<file path="config.mk">
export PLATFORM = sky130hd
export DESIGN_NAME = me_block_scheduler
export DESIGN_NICKNAME = d
export VERILOG_FILES = /design/src/rtl/me_block_scheduler.sv
export SDC_FILE = /design/constraint.sdc
export NUM_CORES = 1
export LEC_CHECK = 0
export CAP_MARGIN = 10
export CELL_PAD_IN_SITES_DETAIL_PLACEMENT = 0
export CELL_PAD_IN_SITES_GLOBAL_PLACEMENT = 1
export CORE_MARGIN = 2
export CORE_UTILIZATION = 35
export DETAILED_ROUTE_END_ITERATION = 6
export DONT_BUFFER_PORTS = 1
export HOLD_SLACK_MARGIN = 0.08
export PLACE_DENSITY = 0.59
export SLEW_MARGIN = 20
export SYNTH_ARGS = -nofsm -noshare
export SYNTH_HDL_FRONTEND = slang
export SYNTH_SLANG_ARGS = --single-unit
</file>
<file path="constraint.sdc">
create_clock -name clk -period 10.18 [get_ports clk]
set_clock_uncertainty 0.1 [all_clocks]
set_input_delay 2.036 -clock clk [delete_from_list [all_inputs] [get_ports clk]]
set_output_delay 2.036 -clock clk [all_outputs]
set_load 0.05 [all_outputs]
</file>
<file path="src/rtl/me_block_scheduler.sv">
// Block sequencer for the full-search motion estimation engine: one four-phase
// req/ack handshake per block, result stream, running best block, total SAD, watchdog.
//
// state     | meaning
// S_IDLE    | waiting for start, results held
// S_REQ     | me_req high, waiting for engine ack
// S_RELEASE | me_req low, waiting for engine to drop ack
// S_DONE    | one-cycle done pulse after the last block
// S_ERR     | watchdog expired, held until start
module me_block_scheduler #(
  parameter int NUM_BLOCKS     = 16,
  parameter int SAD_WIDTH      = 16,
  parameter int MVEC_WIDTH     = 12,
  parameter int TIMEOUT_CYCLES = 1048576,
  localparam int BLK_WIDTH     = (NUM_BLOCKS > 1) ? $clog2(NUM_BLOCKS) : 1
) (
  input  logic                           clk,
  input  logic                           rst,
  input  logic                           start,
  input  logic                           abort,
  output logic                           busy,
  output logic                           done,
  output logic                           err,
  output logic                           me_req,
  input  logic                           me_ack,
  input  logic [SAD_WIDTH-1:0]           me_min_sad,
  input  logic [MVEC_WIDTH-1:0]          me_min_mvec,
  output logic [BLK_WIDTH-1:0]           blk_idx,
  output logic                           res_valid,
  output logic [BLK_WIDTH-1:0]           res_idx,
  output logic [SAD_WIDTH-1:0]           res_sad,
  output logic [MVEC_WIDTH-1:0]          res_mvec,
  output logic [BLK_WIDTH-1:0]           best_idx,
  output logic [SAD_WIDTH-1:0]           best_sad,
  output logic [SAD_WIDTH+BLK_WIDTH-1:0] total_sad
);

  localparam int WD_WIDTH  = (TIMEOUT_CYCLES > 1) ? $clog2(TIMEOUT_CYCLES) : 1;
  localparam int TOT_WIDTH = SAD_WIDTH + BLK_WIDTH;
  localparam logic [WD_WIDTH-1:0]  WD_LOAD  = WD_WIDTH'(TIMEOUT_CYCLES - 1);
  localparam logic [BLK_WIDTH-1:0] LAST_BLK = BLK_WIDTH'(NUM_BLOCKS - 1);

  typedef enum logic [2:0] {S_IDLE, S_REQ, S_RELEASE, S_DONE, S_ERR} state_t;

  state_t              state;
  logic                start_q;
  logic [WD_WIDTH-1:0] wd_cnt;

  always_ff @(posedge clk or posedge rst) begin
    if (rst) begin
      state     <= S_IDLE;
      start_q   <= 1'b0;
      wd_cnt    <= WD_LOAD;
      busy      <= 1'b0;
      done      <= 1'b0;
      err       <= 1'b0;
      me_req    <= 1'b0;
      blk_idx   <= '0;
      res_valid <= 1'b0;
      res_idx   <= '0;
      res_sad   <= '0;
      res_mvec  <= '0;
      best_idx  <= '0;
      best_sad  <= '1;
      total_sad <= '0;
    end else begin
      res_valid <= 1'b0;
      done      <= 1'b0;
      // start is registered once; requests made while a run is active never arm it
      start_q   <= start & ~abort & (state != S_REQ) & (state != S_RELEASE);

      if (abort) begin
        state   <= S_IDLE;
        start_q <= 1'b0;
        me_req  <= 1'b0;
        busy    <= 1'b0;
      end else begin
        case (state)
          S_IDLE, S_DONE, S_ERR: begin
            if (start_q) begin
              state     <= S_REQ;
              me_req    <= 1'b1;
              busy      <= 1'b1;
              err       <= 1'b0;
              blk_idx   <= '0;
              best_idx  <= '0;
              best_sad  <= '1;
              total_sad <= '0;
              wd_cnt    <= WD_LOAD;
            end else if (state == S_DONE) begin
              state <= S_IDLE;
            end
          end
          S_REQ: begin
            if (me_ack) begin
              res_valid <= 1'b1;
              res_idx   <= blk_idx;
              res_sad   <= me_min_sad;
              res_mvec  <= me_min_mvec;
              total_sad <= total_sad + TOT_WIDTH'(me_min_sad);
              if (me_min_sad < best_sad) begin
                best_sad <= me_min_sad;
                best_idx <= blk_idx;
              end
              me_req <= 1'b0;
              wd_cnt <= WD_LOAD;
              state  <= S_RELEASE;
            end else if (wd_cnt == '0) begin
              state  <= S_ERR;
              err    <= 1'b1;
              me_req <= 1'b0;
              busy   <= 1'b0;
            end else begin
              wd_cnt <= wd_cnt - WD_WIDTH'(1);
            end
          end
          S_RELEASE: begin
            if (!me_ack) begin
              if (blk_idx == LAST_BLK) begin
                state <= S_DONE;
                done  <= 1'b1;
                busy  <= 1'b0;
              end else begin
                blk_idx <= blk_idx + BLK_WIDTH'(1);
                me_req  <= 1'b1;
                wd_cnt  <= WD_LOAD;
                state   <= S_REQ;
              end
            end else if (wd_cnt == '0) begin
              state <= S_ERR;
              err   <= 1'b1;
              busy  <= 1'b0;
            end else begin
              wd_cnt <= wd_cnt - WD_WIDTH'(1);
            end
          end
          default: begin
            state  <= S_IDLE;
            me_req <= 1'b0;
            busy   <= 1'b0;
          end
        endcase
      end
    end
  end

endmodule

</file>
==> metrics, run 1 <==
# hold bufs at CTS 0; Logic pwr share 0.203; DR vias 4682; number of synthesized flops with an enable pin 0; HP Class flip-flop to flip-flop; Final Hold Viols 0; Setup crit end total_sad[15]; initial core utilization 0.357; initial antenna violation count 0; RD Place Congestion 0.842; worst endpoint required time 10370 ps; Core Rows 47; TritonCTS clock tree yes; Sw Ratio 0.453; Power, Total 1.62 mW; number of DRC violations after detailed routing 0; TNS Setup 0 ps; grt ovf 0; critical path launch point abort; die area 17900 um^2; Synth Instances 654; Worst path max stage delay 800 ps; cells along the critical path inv_1 > nand3_2 > inv_1 > buf_4 > nand2_1 > or4_1 > nand3_1; critical path's top delay family simple AND/OR/NAND/NOR gates; Via density 5.38; Leak 3.00 nW; GRT Util Overall 0.186; Placed Cells 854; Worst-Skew Late Latency 360 ps; max-capacitance violation count 0; Synth Register Bits 105; fin cells 870; Startpoint Class primary input; endpoint class of the critical path flip-flop; pre-CTS setup slack 5450 ps; P_int 0.885 mW; PwrDens 251 nW/um^2; post-synth top area cell dfrtp_1; RR Endpoint total_sad[15]; CP Max Fanout 45; Synth async-reset ratio 1.00; Worst Setup Path Type primary input to flip-flop; Setup Fix Bufs, Post-CTS 0; hold_ws 367 ps; Die Y 134 um; Syn Area/Cell 9.01 um^2; clock network power share 0.255; predominant post-synthesis flop cell dfrtp_1; synthesized area 5890 um^2; NetSw 0.732 mW; largest net degree at the start of global routing 84; RSZ-0062 raised after global routing false; commonest non-fill, non-tap cell in the layout nand2_1; total iterations of the first detailed-routing run 4; Synthesis Warnings 0; clk sink count 105; slowest CP cell nand3_2; first-pass GRT wire length 26.0 mm; CTS Buffer Depth 2; starting DRC count in detailed routing 245; Worst path depth 7; Most Frequent Cell on Critical Path inv_1; placed cell area 6090 um^2; final clock period utilization by the worst path 0.425; number of global-route vias before repair 4633; CTS Buf Count 9; CP Buf/Inv Count 3; post_cts resized 0; Rel. slew slack 0.346; io pins 114; ant diodes 0; Post-DP HPWL 11.7 mm; drt wl/cell 18.6 um; Worst EP arrival 4520 ps; R2R setup slack 6520 ps; Routed Antenna Nets 0; H-Tree Depth 3; Distinct cells, synth 62; core area 16500 um^2; WL final 16.2 mm; main area contributors after synthesis dfrtp_1, dfstp_2, nand2_1; post-synth top area share 0.293; Design Area, Final 6450 um^2; Util after Layout 0.391; setup violators final 0; RR Startpoint state[0]; status finished clean; Seq/Total Area, Yosys 0.454; Reg2Reg Depth 7; most frequent cells in the layout nand2_1, dfrtp_1, o21ai_0; fraction of layout cells with a size suffix above 1 0.111; Slew Limit Fails 0; Reg power frac 0.542; Fmax 231 MHz; fin nets 712; PortBufs 0; final worst slack 5850 ps; post-synthesis net count 721; VDD IR-drop max 0.105 mV; slew at the pin with the worst max-slew slack 981 ps; Die Span X 134 um; area delta synth->final 9.51%; Reg clk slew, reported paths 70 ps; CTS root buffer clkbuf_16; final critical-path required period 4330 ps
[how the worst min path moves through the flow]
| stage | start | endpoint | slack (ps) | depth (start not counted) |
|---|---|---|---|---|
| after floorplan | wd_cnt[18] | wd_cnt[18] | 340 | 2 |
| after global placement | wd_cnt[18] | wd_cnt[18] | 360 | 2 |
| after detailed placement | wd_cnt[18] | wd_cnt[18] | 360 | 2 |
| after CTS | wd_cnt[18] | wd_cnt[18] | 370 | 2 |
| after global routing | wd_cnt[18] | wd_cnt[18] | 410 | 2 |
| final | wd_cnt[18] | wd_cnt[18] | 370 | 2 |
[cell families (layout without fill, tap and decap cells)]
kind of cell,after synthesis,in the layout,synth area share
AND/OR/NAND/NOR,295,295,0.234
AO/OA/AOI/OAI,133,133,0.151
flip-flops,105,105,0.454
buffers and inverters,55,51,0.0386
adder cells (fa/ha/maj),34,34,0.0735
XOR/XNOR,24,24,0.0357
multiplexers,8,8,0.0138
[Yosys cell counts, types with 5 or more instances]
master and count:
dfrtp_1 69, xnor2_1 8, or2_2 5, or4_1 5
a21oi_1 24, nand3b_1 5, dfstp_2 36, mux2i_1 7
nor3_1 13, a31oi_1 6, o211ai_1 6, clkbuf_1 15
nand2_1 174, inv_1 31, and4_1 6, nor2_1 25
nand3_1 12, a21o_1 9, nor4_1 8, xor2_1 16
o21ai_0 37, ha_1 33, or3_1 7, o22a_1 17
nand2b_1 11
[per-layer routing]
layer	global-route usage	vias to the layer above	part of all wire	routed length (um)
met5	0	-	0	0
met4	0.0697	0	0.021	340
met3	0.0654	17	0.088	1430
met2	0.270	140	0.43	6900
met1	0.254	2253	0.46	7520
li1	-	2272	-	-
[power by group through the flow]
| stage | sequential [mW] | combinational, mW | clock [mW] |
|---|---|---|---|
| floorplan | 0.849 | 0.264 | 0 |
| global placement | 0.886 | 0.322 | 0 |
| detailed placement | 0.887 | 0.328 | 0 |
| CTS | 0.879 | 0.330 | 0.425 |
| global route | 0.891 | 0.380 | 0.440 |
| finish | 0.876 | 0.329 | 0.412 |
[registers in the layout, indices dropped and copies added (netlist names), 3 cells and up]
name	flops
blk_idx	4
res_idx	4
total_sad	20
res_sad	16
best_sad	16
state	3
res_mvec	12
best_idx	4
wd_cnt	20
[worst reg2reg max path: stages (launching register included)]
cell and delay (ps):
dfrtp_1 580, nor3b_2 570, nand3_2 850, inv_1 440
buf_4 420, nand2_1 130, or4_1 410, nand3_1 90
[layout make-up]
| cell class | instances | area, um^2 |
|---|---|---|
| clock inverter | 7 | 125 |
| tap | 220 | 275 |
| fill | 1684 | 10100 |
| sequential | 105 | 2670 |
| inverter | 31 | 119 |
| clock buffer | 9 | 225 |
| multi-input combinational | 494 | 3000 |
| timing repair buffer | 4 | 33.8 |
Power figures use the tool's default switching activity.
==> run 2: changes to the inputs <==
--- a/config.mk
+++ b/config.mk
@@ -13,7 +13,7 @@
 export DETAILED_ROUTE_END_ITERATION = 6
 export DONT_BUFFER_PORTS = 1
 export HOLD_SLACK_MARGIN = 0.08
-export PLACE_DENSITY = 0.59
+export PLACE_DENSITY = 0.61
 export SLEW_MARGIN = 20
 export SYNTH_ARGS = -nofsm -noshare
 export SYNTH_HDL_FRONTEND = slang
==> constraint.sdc (replaced) <==
create_clock -name clk -period 3.8 [get_ports clk]
set_clock_uncertainty 0.1 [all_clocks]
set_input_delay 0.76 -clock clk [delete_from_list [all_inputs] [get_ports clk]]
set_output_delay 0.76 -clock clk [all_outputs]
set_load 0.05 [all_outputs]
==> run 2 against run 1 <==
Global-route usage rose by 0.23 points. Sequential power increased to 2.7 times the previous value. Hold slack got worse by 1.7 ps. Clock-buffer cell count rose by 3. Critical path type is now flip-flop to flip-flop. Critical endpoint is now best_sad[2].
==> metrics, run 2 (synthesis results as in run 1) <==
most frequent cells in the layout nand2_1, dfrtp_1, o21ai_0; commonest non-fill, non-tap cell in the layout nand2_1; Largest regs total_sad: 20 flops, wd_cnt: 20 flops; largest net degree at the start of global routing 75 (-11%); io pins 114 (unchanged); Worst EP arrival 3470 ps (-1050 ps); met1 Usage GRT 0.260 (+0.00569); Post-DP HPWL 11.7 mm (+0.49%); Design Area, Final 6510 um^2 (+0.83%); H-Tree Depth 3 (unchanged); max-capacitance violation count 0 (unchanged); Leak 3.03 nW (+1.3%); Final Hold Viols 0 (unchanged); fin nets 724 (+1.7%); TritonCTS clock tree yes; TNS Setup 0 ps (unchanged); Core Rows 47 (unchanged); status finished clean; Slew Limit Fails 0 (unchanged); fin cells 882 (+1.4%); CTS root buffer clkbuf_16; WHS Path Cells 2 (unchanged); gr busiest metal met2; initial antenna violation count 0 (unchanged); area delta synth->final 10.4%; DR vias 4703 (+0.45%); Reg clk slew, reported paths 70 ps (about the same); VDD IR-drop max 0.245 mV (+130%); Worst-Skew Late Latency 350 ps (about the same); Die Y 134 um (unchanged); initial core utilization 0.357 (unchanged); Via density 5.33 (-0.92%); CTS Buffer Depth 2 (unchanged); GRT Util Overall 0.188 (+0.00227); final clock period utilization by the worst path 0.863; CTS Buf Count 9 (unchanged); clk sink count 105 (unchanged); CP Max Fanout 16 (-64%); critical path launch point best_sad[13]; GR Util met2 0.290 (+0.0205); number of global-route vias before repair 4797 (+3.5%); Startpoint Class flip-flop; drt wl/cell 18.2 um (-2.0%); RR Startpoint best_sad[13]; slew at the pin with the worst max-slew slack 964 ps (-16.4 ps); PwrDens 652 nW/um^2 (+160%); number of DRC violations after detailed routing 0 (unchanged); RR Endpoint best_sad[2]; Fmax 305 MHz; die area 17900 um^2 (unchanged); Setup Fix Bufs, Post-CTS 0 (unchanged); Rel. slew slack 0.357 (+0.0117); RD Place Congestion 0.857 (+1.8%); Routed Antenna Nets 0 (unchanged); RSZ-0062 raised after global routing false; Worst Setup Path Type flip-flop to flip-flop; starting DRC count in detailed routing 253 (+3.3%); first-pass GRT wire length 26.4 mm (+1.7%); worst endpoint required time 3990 ps (-6380 ps); Die Span X 134 um (unchanged); HP Class flip-flop to flip-flop; Placed Cells 866 (+1.4%); grt met3 use 0.0498 (-0.0156); R2R setup slack 520 ps (-6000 ps); core area 16500 um^2 (unchanged); Reg2Reg Depth 8 (+1); # hold bufs at CTS 0 (unchanged); total iterations of the first detailed-routing run 4 (unchanged); ant diodes 0 (unchanged); Setup crit end best_sad[2]; fraction of layout cells with a size suffix above 1 0.122 (+0.0116); placed cell area 6180 um^2 (+1.5%); grt ovf 0 (unchanged); endpoint class of the critical path flip-flop; post_cts resized 0 (unchanged); PortBufs 0 (unchanged); setup violators final 0 (unchanged); WL final 16.1 mm (-0.61%); final critical-path required period 3280 ps
-- run 2: changes by cell type in the layout (fill, tap and decap cells not counted), sizes merged --
cell / change
buf: +12
bufinv: -1
clkbuf: +3
clkinv: -1
clkinvlp: +1
inv: -2
-- run 2: worst min-delay path by stage --
stage | startpoint | end | slack [ps]
floorplan | wd_cnt[18] | wd_cnt[18] | 340
global placement | wd_cnt[18] | wd_cnt[18] | 360
detailed placement | wd_cnt[18] | wd_cnt[18] | 360
CTS | abort | busy | 360
global route | abort | busy | 370
finish | wd_cnt[18] | wd_cnt[18] | 370
-- run 2: report_power, final --
part / leakage (nW) / total (mW) / internal [mW] / switching (mW)
sequential: 1.29 / 2.33 / 1.36 / 0.976
combinational: 1.59 / 0.891 / 0.368 / 0.523
clock: 0.153 / 1.02 / 0.598 / 0.421
total: 3.03 / 4.25 / 2.32 / 1.92
-- run 2: routing by layer --
metal / vias to the layer above / wire (um)
met5: - / 0
met4: 0 / 188
met3: 11 / 1260
met2: 131 / 7070
met1: 2274 / 7570
li1: 2287 / -
-- run 2: area by class of cell --
class | instances | area, um^2
Clock buffer | 12 | 246
Fill cell | 1692 | 10000
Sequential cell | 105 | 2670
Clock inverter | 4 | 76.3
Inverter | 31 | 119
Tap cell | 220 | 275
Multi-Input combinational cell | 494 | 3000
Timing Repair Buffer | 16 | 120
-- run 2: worst max-delay path, stage by stage, from the launching register on --
cell and delay (ps):
dfstp_2 720, inv_1 80, ha_1 290, a21o_1 180, a21o_1 160, a2111oi_0 650, or2_2 220, o31a_1 580
o22a_1 230
-- run 2: through the flow --
stage	hold slack, ps	setup WS [ps]	util	power [mW]
4_1_cts	360	543	0.394	4.29
5_1_grt	369	256	0.394	4.51
6_report	366	521	0.394	4.25
3_5_place_dp	362	576	0.374	3.25
2_1_floorplan	343	239	-	2.98
3_3_place_gp	361	562	0.374	3.22
==> run 3: changes to the inputs <==
--- a/config.mk
+++ b/config.mk
@@ -6,14 +6,13 @@
 export NUM_CORES = 1
 export LEC_CHECK = 0
 export CAP_MARGIN = 10
-export CELL_PAD_IN_SITES_DETAIL_PLACEMENT = 0
-export CELL_PAD_IN_SITES_GLOBAL_PLACEMENT = 1
+export CELL_PAD_IN_SITES_DETAIL_PLACEMENT = 1
+export CELL_PAD_IN_SITES_GLOBAL_PLACEMENT = 2
 export CORE_MARGIN = 2
 export CORE_UTILIZATION = 35
 export DETAILED_ROUTE_END_ITERATION = 6
 export DONT_BUFFER_PORTS = 1
-export HOLD_SLACK_MARGIN = 0.08
-export PLACE_DENSITY = 0.61
+export PLACE_DENSITY = 0.74
 export SLEW_MARGIN = 20
 export SYNTH_ARGS = -nofsm -noshare
 export SYNTH_HDL_FRONTEND = slang
==> run 3 against run 2 <==
First-iteration DRC count down 25%. Core utilization down 0.33 points. Critical path depth unchanged. Worst setup slack worse by 140 ps.
==> metrics, run 3 (synthesis results as in run 1) <==
final clock period utilization by the worst path 0.899 (+0.0361); fin nets 720 (-0.55%); largest net degree at the start of global routing 60 (-20%); Worst Setup Path Type flip-flop to flip-flop; Startpoint Class flip-flop; total iterations of the first detailed-routing run 4 (unchanged); Post-DP HPWL 13.1 mm (+11%); TNS Setup 0 ps (unchanged); Largest regs total_sad: 20 flops, wd_cnt: 20 flops; Final Hold Viols 0 (unchanged); Reg clk slew, reported paths 70 ps (about the same); worst endpoint required time 3990 ps (about the same); starting DRC count in detailed routing 189 (-25%); GRT Util Overall 0.208 (+0.0197); endpoint class of the critical path flip-flop; fin cells 878 (-0.45%); Worst path max stage delay 730 ps (about the same); Via density 5.53 (+3.7%); clk sink count 105 (unchanged); fraction of layout cells with a size suffix above 1 0.117 (-0.00534); post_cts resized 0 (unchanged); VDD IR-drop max 0.297 mV (+21%); status finished clean; number of DRC violations after detailed routing 0 (unchanged); CP Max Fanout 16 (unchanged); drt wl/cell 20.3 um (+11%); TritonCTS clock tree yes; commonest non-fill, non-tap cell in the layout nand2_1; Die Span X 134 um (unchanged); Most Frequent Cell on Critical Path a21o_1; setup violators final 0 (unchanged); Worst EP arrival 3610 ps (+140 ps); RSZ-0062 raised after global routing false; initial antenna violation count 0 (unchanged); H-Tree Depth 3 (unchanged); PwrDens 652 nW/um^2 (about the same); cells along the critical path inv_1 > ha_1 > a21o_1 > a21o_1 > a2111oi_0 > or2_2 > o31a_1 > o22a_1; Setup Fix Bufs, Post-CTS 0 (unchanged); grt ovf 0 (unchanged); max-capacitance violation count 0 (unchanged); CTS root buffer clkbuf_16; most frequent cells in the layout nand2_1, dfrtp_1, o21ai_0; DR vias 4853 (+3.2%); CTS Buf Count 9 (unchanged); io pins 114 (unchanged); slowest CP cell dfstp_2; area delta synth->final 9.51%; final critical-path required period 3420 ps (+137 ps); Slew Limit Fails 0 (unchanged); number of global-route vias before repair 5199 (+8.4%); PortBufs 0 (unchanged); CTS Buffer Depth 2 (unchanged); Die Y 134 um (unchanged); first-pass GRT wire length 28.9 mm (+9.5%); die area 17900 um^2 (unchanged); ant diodes 0 (unchanged); Placed Cells 862 (-0.46%); Fmax 293 MHz (-4.0%); Rel. slew slack 0.428 (+0.0709); Core Rows 47 (unchanged); slew at the pin with the worst max-slew slack 855 ps (-109 ps); HP Class primary input to asynchronous set/reset pin; WL final 17.8 mm (+11%); initial core utilization 0.357 (unchanged); RD Place Congestion 0.819 (-4.5%); Worst-Skew Late Latency 350 ps (about the same); Leak 3.00 nW (-1.0%); # hold bufs at CTS 0 (unchanged); core area 16500 um^2 (unchanged); Routed Antenna Nets 0 (unchanged)
## run 3: changes by cell type in the layout (fill, tap and decap cells not counted), sizes merged
| cell | delta |
|---|---|
| buf | -4 |
| clkbuf | +3 |
| clkinv | -1 |
| bufinv | -2 |
## run 3: worst max-delay path, delay by kind of cell, from the launching register on
family	cells	cell delay [ps]
AO/OA/AOI/OAI	5	1920
flip-flops	1	730
adder cells (fa/ha/maj)	1	300
AND/OR/NAND/NOR	1	230
buffers and inverters	1	80
## run 3: routing by layer
metal	GRT usage	up-vias	part of all wire
li1	-	2297	-
met3	0.0658	21	0.075
met2	0.325	121	0.45
met1	0.272	2414	0.45
met5	0	-	0
met4	0.0703	0	0.019
## run 3: metrics by stage
stage | setup slack, ps | total power [mW] | utilization | hold WS [ps] | cell area, um^2
floorplan | 239 | 2.98 | - | 343 | 5890
global placement | 530 | 3.23 | 0.372 | 360 | 6150
detailed placement | 496 | 3.29 | 0.373 | 372 | 6160
CTS | 439 | 4.26 | 0.391 | 355 | 6450
global route | 93.0 | 4.47 | 0.391 | 355 | 6450
finish | 384 | 4.21 | 0.391 | 329 | 6450
## run 3: power breakdown
part	leakage [nW]	switching (mW)	internal [mW]
clock network	0.142	0.426	0.518
registers	1.29	0.984	1.36
logic	1.57	0.548	0.371
total	3.00	1.96	2.25
## run 3: area by class of cell
type | count | area (um^2)
Fill cell | 1938 | 10100
Inverter | 31 | 119
Tap cell | 220 | 275
Clock inverter | 1 | 7.51
Sequential cell | 105 | 2670
Multi-Input combinational cell | 494 | 3000
Timing Repair Buffer | 12 | 93.8
Clock buffer | 15 | 288
## run 3: final timing paths
kind                         startpoint             to  slack, ps  depth (start not counted)
max                        best_sad[13]    best_sad[4]        380                          8
min                                 rst  total_sad[19]        330                          1
max reg2reg                best_sad[13]    best_sad[4]        380                          8
min reg2reg                  wd_cnt[18]     wd_cnt[18]        390                          2
max in group asynchronous           rst      wd_cnt[5]       2390                          2
min in group clk                  abort           busy        370                          1
